$ cat src/rtl/mem_ctrl.sv
// rtl/mem_ctrl.sv - instruction-fetch responder and MEM-port arbiter over a byte-wide synchronous RAM
module mem_ctrl #(
    parameter int ADDR_W = 32
) (
    input  logic              clk,
    input  logic              rst,
    input  logic              if_i,
    input  logic [ADDR_W-1:0] pc_i,
    output logic              if_busy_o,
    output logic [31:0]       inst_o,
    output logic              inst_valid_o,
    input  logic              mem_req_i,
    input  logic              mem_we_i,
    input  logic [1:0]        mem_len_i,
    input  logic [ADDR_W-1:0] mem_addr_i,
    input  logic [31:0]       mem_wdata_i,
    output logic              mem_busy_o,
    output logic [31:0]       mem_rdata_o,
    output logic              mem_done_o,
    input  logic [7:0]        ram_din_i,
    output logic [7:0]        ram_dout_o,
    output logic [ADDR_W-1:0] ram_a_o,
    output logic              ram_wr_o
);
    typedef enum logic [2:0] {S_IDLE, S_READ, S_RLAST, S_WRITE, S_DONE} state_t;

    state_t            state_q, state_d;
    logic [ADDR_W-1:0] base_q, base_d;
    logic [1:0]        last_q, last_d;
    logic [1:0]        cnt_q, cnt_d;
    logic [31:0]       asm_q, asm_d;
    logic [31:0]       wdata_q, wdata_d;
    logic              own_if_q, own_if_d;
    logic              pend_if_q, pend_if_d;
    logic [ADDR_W-1:0] pend_pc_q, pend_pc_d;
    logic [31:0]       inst_q, inst_d;
    logic [31:0]       rdata_q, rdata_d;
    logic [1:0]        prev_idx;

    always_ff @(posedge clk or posedge rst) begin
        if (rst) begin
            state_q   <= S_IDLE;
            base_q    <= '0;
            last_q    <= '0;
            cnt_q     <= '0;
            asm_q     <= '0;
            wdata_q   <= '0;
            own_if_q  <= 1'b0;
            pend_if_q <= 1'b0;
            pend_pc_q <= '0;
            inst_q    <= '0;
            rdata_q   <= '0;
        end else begin
            state_q   <= state_d;
            base_q    <= base_d;
            last_q    <= last_d;
            cnt_q     <= cnt_d;
            asm_q     <= asm_d;
            wdata_q   <= wdata_d;
            own_if_q  <= own_if_d;
            pend_if_q <= pend_if_d;
            pend_pc_q <= pend_pc_d;
            inst_q    <= inst_d;
            rdata_q   <= rdata_d;
        end
    end

    always_comb begin
        state_d   = state_q;
        base_d    = base_q;
        last_d    = last_q;
        cnt_d     = cnt_q;
        asm_d     = asm_q;
        wdata_d   = wdata_q;
        own_if_d  = own_if_q;
        pend_if_d = pend_if_q;
        pend_pc_d = pend_pc_q;
        inst_d    = inst_q;
        rdata_d   = rdata_q;
        prev_idx  = cnt_q - 2'd1;
        case (state_q)
            S_IDLE: begin
                // MEM has priority; a simultaneous fetch is parked in the single pending slot
                if (mem_req_i) begin
                    own_if_d = 1'b0;
                    base_d   = mem_addr_i;
                    wdata_d  = mem_wdata_i;
                    last_d   = (mem_len_i == 2'd0) ? 2'd0 : (mem_len_i == 2'd1) ? 2'd1 : 2'd3;
                    cnt_d    = 2'd0;
                    asm_d    = '0;
                    state_d  = mem_we_i ? S_WRITE : S_READ;
                    if (if_i) begin
                        pend_if_d = 1'b1;
                        pend_pc_d = pc_i;
                    end
                end else if (pend_if_q || if_i) begin
                    own_if_d  = 1'b1;
                    base_d    = pend_if_q ? pend_pc_q : pc_i;
                    pend_if_d = 1'b0;
                    last_d    = 2'd3;
                    cnt_d     = 2'd0;
                    asm_d     = '0;
                    state_d   = S_READ;
                end
            end
            S_READ: begin
                if (cnt_q != 2'd0) asm_d[{prev_idx, 3'b000} +: 8] = ram_din_i;
                if (cnt_q == last_q) state_d = S_RLAST;
                else                 cnt_d   = cnt_q + 2'd1;
            end
            S_RLAST: begin
                asm_d[{cnt_q, 3'b000} +: 8] = ram_din_i;
                if (own_if_q) inst_d  = asm_d;
                else          rdata_d = asm_d;
                state_d = S_DONE;
            end
            S_WRITE: begin
                if (cnt_q == last_q) state_d = S_DONE;
                else                 cnt_d   = cnt_q + 2'd1;
            end
            S_DONE:  state_d = S_IDLE;
            default: state_d = S_IDLE;
        endcase
    end

    always_comb begin
        ram_a_o      = '0;
        ram_wr_o     = 1'b0;
        ram_dout_o   = '0;
        inst_valid_o = 1'b0;
        mem_done_o   = 1'b0;
        if (state_q == S_READ || state_q == S_RLAST || state_q == S_WRITE)
            ram_a_o = base_q + {{(ADDR_W-2){1'b0}}, cnt_q};
        if (state_q == S_WRITE) begin
            ram_wr_o   = 1'b1;
            ram_dout_o = wdata_q[{cnt_q, 3'b000} +: 8];
        end
        if (state_q == S_DONE) begin
            inst_valid_o = own_if_q;
            mem_done_o   = !own_if_q;
        end
        if_busy_o   = (state_q != S_IDLE) || pend_if_q;
        mem_busy_o  = (state_q != S_IDLE);
        inst_o      = inst_q;
        mem_rdata_o = rdata_q;
    end
endmodule

$ cat config.mk
export PLATFORM = sky130hd
export DESIGN_NAME = mem_ctrl
export DESIGN_NICKNAME = d
export VERILOG_FILES = /design/src/rtl/mem_ctrl.sv
export SDC_FILE = /design/constraint.sdc
export NUM_CORES = 1
export LEC_CHECK = 0
export ABC_AREA = 1
export ABC_CLOCK_PERIOD_IN_PS = 9900
export BUFFER_PORTS_ARGS = -buffer_cell sky130_fd_sc_hd__buf_2
export CAP_MARGIN = 10
export CELL_PAD_IN_SITES_DETAIL_PLACEMENT = 2
export CELL_PAD_IN_SITES_GLOBAL_PLACEMENT = 2
export CORE_MARGIN = 3
export CORE_UTILIZATION = 31
export CTS_CLUSTER_SIZE = 28
export DETAILED_ROUTE_END_ITERATION = 8
export PLACE_DENSITY = 0.9
export SLEW_MARGIN = 20
export SYNTH_ARGS = -nofsm -noshare
export SYNTH_HDL_FRONTEND = slang
export SYNTH_SLANG_ARGS = --single-unit
export TNS_END_PERCENT = 50
$ cat constraint.sdc
create_clock -name clk -period 9.9 [get_ports clk]
set_input_delay 1.98 -clock clk [delete_from_list [all_inputs] [get_ports clk]]
set_output_delay 1.98 -clock clk [all_outputs]
set_load 0.1 [all_outputs]
==> impl_results.md <==
- Crit-path slowest cell: dfrtp_1
- Number of global-route vias before repair: approximately 12000
- Core area: approximately 34000 sq um
- IO buf count: between 200 and 250
- M1 WL: around 19 mm
- Mapped Cells: 1492
- Clk sinks: 201
- Worst-path maximum fanout: 15
- WP buf/inv: 1
- Clock transition at the registers of the reported paths: 0.06 ns
- Max stage delay on crit path: 0.62 ns
- Drt drc: 0
- Die area: between 30000 and 40000 sq um
- Antenna violations before repair: 7
- CP Capture Type: output pin
- Top delay family on crit path: simple AND/OR/NAND/NOR gates
- Most frequent cells in the layout: nand2_1 (584), buf_2 (219), dfrtp_1 (201)
- Layout Cells excl Fill: ~2100
- Data required, critical path: just under 8 ns
- Status: complete, no violations
- Drt via density: 5.16
- Fin Setup TNS: 0 ns
- Crit path launch: cnt_q[1]
- Fin nets: roughly 1800
- Later-pin clock latency in the skew report: around 0.53 ns
- Final WL: approximately 44 mm
- Grt total ovfl: 0
- FF-to-FF Start: cnt_q[0]
- Hold-fix buffers, CTS: 0
- GP Congestion: 0.890
- Fin. max-slew vios: 0
- Chip height: slightly below 200 um
- HP Class: register to register
- Sequential cell area: a little over 5000 sq um
- WL/cell: between 20 and 25 um
- Multi-input gate area: 4920 sq um
- Max Buffers Root-to-Sink: 3
- Drt initial violations: about 500
- Fill cell count: 4041
- Rows: 67
- Seq/Total Area, Yosys: 46.8%
- MaxCap Viol Count: 0
- Detailed Routing Iterations Pass 1: 5
- Leading area contributor after synthesis: dfrtp_1
- Largest net degree at the start of global routing: ~120
- Final hold violation count: 0
- Highest clock rate: 194 MHz
- Met2 wire len: 21.7 mm
- Worst path depth: 10
- Top cells by area, synth: dfrtp_1 (47%), nand2_1 (20%), o21ai_0 (7.1%)
- Yosys reg bits: 201
- Via count: ~11000
- Worst-margin pin slew: just over 1 ns
- Placed Cells: between 2000 and 2500
- Rel. slew slack: a little under a third
- Avg Inst Size Synth: approximately 7.2 sq um
- CP dominant cell by count: nand2_1
- Die span in x: roughly 190 um
- # resized after CTS: 0
- Post-CTS Setup Bufs: 0
- CTS tree: built
- WL met3: ~1.7 mm
- Root Buffer Master: clkbuf_16
- Mapped cell area: 10800 sq um
- Gr usage total: a little under a quarter
- Final setup viols: 0
- Critical Path Start Type: register
- Total CTS buffers: 25
- Initial core utilization: 31.7%
- RSZ-0062 raised after global routing: no
- HPWL after DPL: 31.2 mm
- Ports: 220
- CP cell instances: ha_1 > nand3_1 > nand2_1 > nand2_1 > nor2_1 > nand2_1 > nand2_1 > nand2_1 > nor2_1 > buf_2
- Top Layer Used: met5
- Period utilization: 52.1%
- Yosys warns: 0
- Hold wc startpoint: wdata_q[28]
- WP data arrival: 3.18 ns
- Area Growth Syn to Fin: 20.9%
- R2R cell count: 10
- CP Class: register to output pin
- Commonest non-fill, non-tap cell in the layout: nand2_1
- Share of cells above drive strength 1: 18.1%
- Clock Skews: 0.0109 ns
- Yosys cell types: 31
- Final min period: slightly above 5 ns
- Cell depth of the worst hold path: 2
- Antenna Nets Post-Route: 0
- CTS H-Tree Depth: 1
- First-pass GRT wire length: a little under 70 mm
- Syn nets: about 1600
- Synth top area share: 46.8%
path summary, 6_finish.rpt:
kind                                       to  slack [ns]
worst max-delay path              ram_a_o[29]        4.74
worst min-delay path              wdata_q[28]        0.47
worst max register to register      asm_q[12]        6.70
worst min register to register    wdata_q[28]        0.47
max in group asynchronous       pend_pc_q[13]        6.98
min in group asynchronous           inst_o[0]        1.63
worst register-to-register path, cell delays in order, from the launching register on:
cell and delay [ns]:
dfrtp_1 0.38, buf_4 0.26, inv_2 0.42, ha_1 0.30, clkinv_1 0.55, nand3_1 0.52, o21ai_0 0.33, nand2_1 0.15
nand2_1 0.06, nand2_1 0.07, nand2_1 0.06
cell type report:
| type | count | share of cell area [%] |
|---|---|---|
| Sequential cell | 201 | 38.7 |
| Multi-Input combinational cell | 1107 | 37.9 |
| Timing Repair Buffer | 231 | 9.15 |
| Clock buffer | 35 | 5.64 |
| Tap cell | 448 | 4.31 |
| Inverter | 111 | 3.26 |
| Clock inverter | 10 | 0.982 |
| Antenna cell | 5 | 0.0962 |
metrics by stage:
step	area (sq um)	setup slack [ns]	hold WS [ns]	util, %
final	13000	4.74	0.466	38.4
after global routing	13000	4.47	0.499	38.4
after CTS	13000	4.71	0.472	38.3
after detailed placement	12100	5.29	0.458	35.8
after global placement	12100	5.46	0.449	35.8
after floorplan	10800	2.44	0.437	-
synth_stat cells:
cell type,number
xor2_1,4
nand4_1,2
a21oi_2,9
nand3_2,1
buf_4,9
clkinv_1,3
dfrtp_1,201
o31ai_1,1
a21oi_1,54
nor2_2,4
nand3_1,47
fa_1,1
o22ai_1,8
nand2_4,1
o21ai_1,20
nor2_1,155
buf_6,5
o21ai_0,152
nand2_1,584
nand3b_1,1
buf_2,29
o211ai_1,44
nor3_1,3
nor2_8,1
buf_1,8
inv_2,9
nor2_4,3
ha_1,8
inv_1,99
clkbuf_1,22
nand2_2,4
sequential cells by signal, summed over array words and instances (netlist names):
register and count:
last_q 2, pend_pc_q 32, pend_if_q 1, own_if_q 1, state_q 3, wdata_q 32, mem_rdata_o 32, inst_o 32
cnt_q 2, asm_q 32, base_q 32
layer usage:
metal | global-route usage [%] | vias to the layer above
met4 | 6.47 | 6
met5 | 0 | -
li1 | - | 5125
met2 | 41.2 | 231
met1 | 30.6 | 5642
met3 | 3.27 | 71
cell families after synthesis:
family | count (synthesis) | share of synthesized area [%]
adders and majority gates | 9 | 1.12
buffers and inverters | 184 | 7.43
DFF | 201 | 46.8
xor gates and xnor gates | 4 | 0.326
AOI/OAI and AO/OA | 288 | 14.9
and+or+nand+nor | 806 | 29.5
Power is left out: the tool's default activity adds up to more than one toggle a clock period on the data nets, which glitch-free logic cannot reach.
